### config.mk
export PLATFORM = sky130hd
export DESIGN_NAME = elevator_car_controller
export DESIGN_NICKNAME = d
export VERILOG_FILES = /design/src/rtl/elevator_car_controller.sv
export SDC_FILE = /design/constraint.sdc
export NUM_CORES = 1
export LEC_CHECK = 0
export CORE_UTILIZATION = 55
export CTS_CLUSTER_DIAMETER = 50
export DETAILED_ROUTE_END_ITERATION = 7
export PLACE_DENSITY = 0.76
export SLEW_MARGIN = 20
export SYNTH_ARGS = -nofsm -noshare
export SYNTH_HDL_FRONTEND = slang
export SYNTH_SLANG_ARGS = --single-unit
### constraint.sdc
create_clock -name clk -period 3.33 [get_ports clk]
set_clock_uncertainty 0.05 [all_clocks]
set_input_delay 0.333 -clock clk [delete_from_list [all_inputs] [get_ports clk]]
set_output_delay 0.333 -clock clk [all_outputs]
set_load 0.02 [all_outputs]
### src/rtl/elevator_car_controller.sv
// Single-car, four-floor elevator controller: latches hall calls into a pending
// bitmap and sequences the car between travel, door service and idle.
module elevator_car_controller #(
    parameter int unsigned TRAVEL_CYCLES = 8,
    parameter int unsigned DOOR_CYCLES   = 4
) (
    input  logic       clk,
    input  logic       rst_n,
    input  logic [2:0] floor_call,
    input  logic       up_down_flag,
    output logic [1:0] current_floor,
    output logic       motor_up,
    output logic       motor_down,
    output logic       door_open,
    output logic [3:0] pending,
    output logic [1:0] state
);

    typedef enum logic [1:0] {
        IDLE      = 2'd0,
        MOVE_UP   = 2'd1,
        MOVE_DOWN = 2'd2,
        DOOR_OPEN = 2'd3
    } state_e;

    localparam logic [7:0] TRAVEL_LOAD = 8'(TRAVEL_CYCLES - 1);
    localparam logic [7:0] DOOR_LOAD   = 8'(DOOR_CYCLES - 1);

    state_e     state_q, state_d;
    logic [1:0] floor_q, floor_d;
    logic [3:0] pending_q, pending_d;
    logic [7:0] timer_q, timer_d;
    logic       pref_up_q, pref_up_d;
    logic       motor_up_q, motor_down_q, door_open_q;

    logic       call_valid;
    logic [1:0] call_floor;
    logic       door_hold;
    logic [3:0] set_vec, clr_vec, pend_seen;
    logic [1:0] next_floor;
    logic [3:0] above_cur, below_cur, above_next, below_next;

    always_comb begin
        call_valid = (floor_call[2] == 1'b0);
        call_floor = floor_call[1:0];
        door_hold  = call_valid && (state_q == DOOR_OPEN) && (call_floor == floor_q);

        set_vec = '0;
        if (call_valid && !door_hold) begin
            set_vec[call_floor] = 1'b1;
        end
        // Arrival decisions see calls landing on the same edge.
        pend_seen = pending_q | set_vec;

        next_floor = (state_q == MOVE_UP) ? floor_q + 2'd1 : floor_q - 2'd1;
        above_cur  = 4'b1110 << floor_q;
        below_cur  = (4'b0001 << floor_q) - 4'd1;
        above_next = 4'b1110 << next_floor;
        below_next = (4'b0001 << next_floor) - 4'd1;

        pref_up_d = call_valid ? up_down_flag : pref_up_q;
        clr_vec   = '0;
        state_d   = state_q;
        floor_d   = floor_q;
        timer_d   = timer_q;

        unique case (state_q)
            IDLE: begin
                if (pending_q[floor_q]) begin
                    state_d          = DOOR_OPEN;
                    clr_vec[floor_q] = 1'b1;
                    timer_d          = DOOR_LOAD;
                end else if (|(pending_q & above_cur) && |(pending_q & below_cur)) begin
                    state_d = pref_up_q ? MOVE_UP : MOVE_DOWN;
                    timer_d = TRAVEL_LOAD;
                end else if (|(pending_q & above_cur)) begin
                    state_d = MOVE_UP;
                    timer_d = TRAVEL_LOAD;
                end else if (|(pending_q & below_cur)) begin
                    state_d = MOVE_DOWN;
                    timer_d = TRAVEL_LOAD;
                end
            end
            MOVE_UP, MOVE_DOWN: begin
                if (timer_q != 8'd0) begin
                    timer_d = timer_q - 8'd1;
                end else begin
                    floor_d = next_floor;
                    if (pend_seen[next_floor]) begin
                        state_d             = DOOR_OPEN;
                        clr_vec[next_floor] = 1'b1;
                        timer_d             = DOOR_LOAD;
                    end else if ((state_q == MOVE_UP)   && |(pend_seen & above_next) ||
                                 (state_q == MOVE_DOWN) && |(pend_seen & below_next)) begin
                        timer_d = TRAVEL_LOAD;
                    end else begin
                        state_d = IDLE;
                    end
                end
            end
            DOOR_OPEN: begin
                if (door_hold) begin
                    timer_d = DOOR_LOAD;
                end else if (timer_q != 8'd0) begin
                    timer_d = timer_q - 8'd1;
                end else begin
                    state_d = IDLE;
                end
            end
            default: state_d = IDLE;
        endcase

        pending_d = (pending_q | set_vec) & ~clr_vec;
    end

    always_ff @(posedge clk or negedge rst_n) begin
        if (!rst_n) begin
            state_q      <= IDLE;
            floor_q      <= '0;
            pending_q    <= '0;
            timer_q      <= '0;
            pref_up_q    <= 1'b1;
            motor_up_q   <= 1'b0;
            motor_down_q <= 1'b0;
            door_open_q  <= 1'b0;
        end else begin
            state_q      <= state_d;
            floor_q      <= floor_d;
            pending_q    <= pending_d;
            timer_q      <= timer_d;
            pref_up_q    <= pref_up_d;
            motor_up_q   <= (state_d == MOVE_UP);
            motor_down_q <= (state_d == MOVE_DOWN);
            door_open_q  <= (state_d == DOOR_OPEN);
        end
    end

    assign current_floor = floor_q;
    assign motor_up      = motor_up_q;
    assign motor_down    = motor_down_q;
    assign door_open     = door_open_q;
    assign pending       = pending_q;
    assign state         = state_q;

endmodule

==> implementation parameters <==
Parameter                              Value

Run status
  Result of the run    finished, violations left
  Violations in the final reports    design-rule violations

Synth
  FF+latch count, synth    20
  Most repeated cell in the gate-level netlist after synthesis    sky130_fd_sc_hd__dfrtp_1
  Count of flip-flops with a built-in enable after synthesis    0
  Post-synth top cells    sky130_fd_sc_hd__dfrtp_1 (19), sky130_fd_sc_hd__nor2_1 (16), sky130_fd_sc_hd__nand2_1 (15)
  Most instantiated flip-flop cell in the synthesis netlist    sky130_fd_sc_hd__dfrtp_1
  Async set-or-reset flop fraction in the synthesized netlist    1.00
  Number of nets produced by synthesis    202
  Yosys warning total    0
  Number of standard cells after synthesis    184
  Per-instance average area after synthesis    9.15 sq um
  Top cells by area, synth    sky130_fd_sc_hd__dfrtp_1 (28%), sky130_fd_sc_hd__ha_1 (8.9%), sky130_fd_sc_hd__nor2_1 (3.6%), sky130_fd_sc_hd__a31oi_1 (3.3%), sky130_fd_sc_hd__nand2_1 (3.3%)
  Area share of the largest cell type after synthesis    0.282
  Share of synthesized area occupied by flip-flops and latches    0.298
  Netlist cell types    55
  Mapped Area    1680 sq um
  Biggest area consumer among synthesized cells    sky130_fd_sc_hd__dfrtp_1

Power
  Power per Cell Area    1190 nW/um^2
  Static leakage power    0.798 nW
  Worst IR Drop VDD    0.707 mV

Finish
  Final standard cell area without fillers    1910 sq um
  Number of inserted diodes    0
  Count of filler cells inserted in the layout    236
  Finished Core Util    0.676
  Multi-input gate area    1080 sq um
  Synth-to-Final Area Change    13.6%
  Fraction of layout instances using a drive strength above 1    0.121
  Area of all sequential standard cells    502 sq um
  Fin nets    217

Worst setup path
  Worst Setup Path Type    flip-flop to flip-flop
  Maximum net fanout on the critical path    6
  Slowest-stage cell, CP    sky130_fd_sc_hd__dfrtp_1
  Delay of the slowest critical-path stage    510 ps
  Worst path arrival time    3350 ps
  Kind of capture point of the worst setup path    flip-flop
  Most used cell along the critical path    sky130_fd_sc_hd__ha_1
  Worst Path Required    3530 ps
  Kind of start point of the critical path    flip-flop
  Series of cell instances along the critical path    inv_1 > ha_1 > xnor2_2 > ha_1 > mux2_2 > a211oi_1 > buf_4 > a2111oi_4 > o31ai_2 > nor3b_1

Place
  Total placed instance area    1850 sq um
  Number of port buffers    16
  Setup Slack @ Placement    255 ps
  Routability congestion estimate from global placement    0.979
  HPWL reported at the end of detailed placement    2.84 mm

Die
  IO Pins    17
  Vertical extent of the die    57.3 um
  Initial cell density of the core    0.595
  Total number of placement rows    19
  Core region area    2830 sq um
  Overall die width    57.3 um
  Floorplan die area    3290 sq um

GRT
  Antenna violations before repair    0
  Via count of the first global-routing pass    1431
  Largest net degree at the start of global routing    21
  Grt total ovfl    0
  Total global routing track utilization    0.277
  Wire length of the first global-routing pass    6.91 mm

STA
  Final Max Tran Viols    0
  Final hold slack    456 ps
  Tcrit/Tclk final    0.947
  Headroom to the max-slew limit    0.383
  Final Setup Violations    0
  Actual slew at the worst max-slew pin    922 ps
  Final Hold Viols    0
  Setup slack of the critical path after layout    178 ps
  F_max    317 MHz
  Aggregate negative setup slack    0 ps
  Post-layout minimum cycle time    3150 ps

Clock network
  Buffers from clock root to sink, at most    2
  Clock slew seen by the registers of the worst setup and hold paths    130 ps
  Number of buffers inserted by hold repair at cts    0
  Clock sinks    20
  TritonCTS clock tree    done
  TritonCTS buffer count    3
  Library cell used as clock root buffer    sky130_fd_sc_hd__clkbuf_4
  Clock latency on the worst-skew pair    330 ps
  CTS H-tree depth    1
  CTS-repair resized insts    0
  Setup Buffers After CTS    0

Drt
  Total number of vias    1487
  Vias per Instance    6.49
  Number of DRC violations after detailed-routing iteration 0    94
  Per-cell routed wire length    17.5 um
  Iteration count of the initial detailed-routing pass    8
  Drc violations    1
  Detail Route Antenna Nets    0
  Total wire length    4.00 mm

Worst hold path
  Worst hold path class    input pin to asynchronous set/reset pin

Job
  Max-cap violations    0
==> where the power goes <==
group          total (W)  switching [W]  internal [W]
registers       0.000498       0.000151      0.000347
clock network   0.000209      0.0000869      0.000122
logic            0.00157       0.000906      0.000660
total            0.00227        0.00114       0.00113
==> state kept, by name (all words and copies together) (netlist names) <==
register	cells
state	2
motor_up	1
door_open	1
current_floor	2
pending	4
motor_down	1
pref_up_q	1
timer_q	8
==> metal layers <==
layer,up-vias,share of wire,wire length [um],GRT usage
met5,-,0,0,0
met4,0,0.022,89,0.115
met3,9,0.049,196,0.0340
met2,56,0.47,1880,0.435
met1,716,0.46,1830,0.388
li1,706,-,-,-
==> final cells by class <==
class	count	share of cell area
tap	31	0.0203
inverter	14	0.0275
timing repair buffer	19	0.0955
sequential	20	0.262
multi-input combinational	141	0.567
clock buffer	3	0.0118
clock inverter	1	0.0157
==> through the flow <==
stage / cells / total power (W)
2_1_floorplan: 184 / 0.00166
3_3_place_gp: 225 / 0.00196
3_5_place_dp: 225 / 0.00202
4_1_cts: 229 / 0.00225
5_1_grt: 229 / 0.00246
6_report: 229 / 0.00227
==> worst paths after layout <==
| check | startpoint | endpoint | slack [ps] | cells past startpoint |
|---|---|---|---|---|
| setup reg to reg | state[1] | motor_down | 180 | 10 |
| min in group clk | timer_q[6] | timer_q[6] | 500 | 1 |
| hold reg to reg | timer_q[6] | timer_q[6] | 500 | 1 |
| max in group asynchronous | rst_n | timer_q[1] | 2210 | 1 |
| setup / recovery | state[1] | motor_down | 180 | 10 |
| hold / removal | rst_n | pending[2] | 460 | 1 |
==> layout by cell type (no fill, tap or decap), types with 2 or more instances in the layout <==
cell                               n
sky130_fd_sc_hd__nand4_1           2
sky130_fd_sc_hd__mux2i_1           3
sky130_fd_sc_hd__nand2_1          15
sky130_fd_sc_hd__nor3_1            5
sky130_fd_sc_hd__nand3_1           5
sky130_fd_sc_hd__clkbuf_4          3
sky130_fd_sc_hd__a22oi_1           4
sky130_fd_sc_hd__nand3b_1          2
sky130_fd_sc_hd__dfrtp_1          19
sky130_fd_sc_hd__o21ai_0           6
sky130_fd_sc_hd__mux2_2            2
sky130_fd_sc_hd__or3_1             2
sky130_fd_sc_hd__xor2_1            4
sky130_fd_sc_hd__inv_1            14
sky130_fd_sc_hd__buf_4             3
sky130_fd_sc_hd__a21oi_1           9
sky130_fd_sc_hd__o211ai_1          2
sky130_fd_sc_hd__xnor2_1           2
sky130_fd_sc_hd__nor2b_1           4
sky130_fd_sc_hd__a32oi_1           2
sky130_fd_sc_hd__nor3b_1           3
sky130_fd_sc_hd__ha_1             12
sky130_fd_sc_hd__a221oi_1          2
sky130_fd_sc_hd__nor2_1           16
sky130_fd_sc_hd__nand2b_1          2
sky130_fd_sc_hd__a31oi_1           9
sky130_fd_sc_hd__clkdlybuf4s50_1  16
sky130_fd_sc_hd__a211oi_1          3
==> cells by family (layout without fill, tap and decap cells) <==
logic type	Yosys count	after routing	share of synthesized area
xor+xnor	7	7	0.0364
compound gates	51	51	0.254
buf+inv	23	37	0.0624
flops	20	20	0.298
mux	7	7	0.0535
fa+ha+maj	12	12	0.0892
simple gates	64	64	0.207
==> worst max-delay path: cells and delay by family, from the launching register on <==
kind / cells / cell delay (ps)
flip-flops: 1 / 510
AND/OR/NAND/NOR: 1 / 210
adder cells (fa/ha/maj): 2 / 690
buffers and inverters: 2 / 310
multiplexers: 1 / 360
AO/OA/AOI/OAI: 3 / 740
XOR/XNOR: 1 / 190
(Power assumes the default switching activity.)
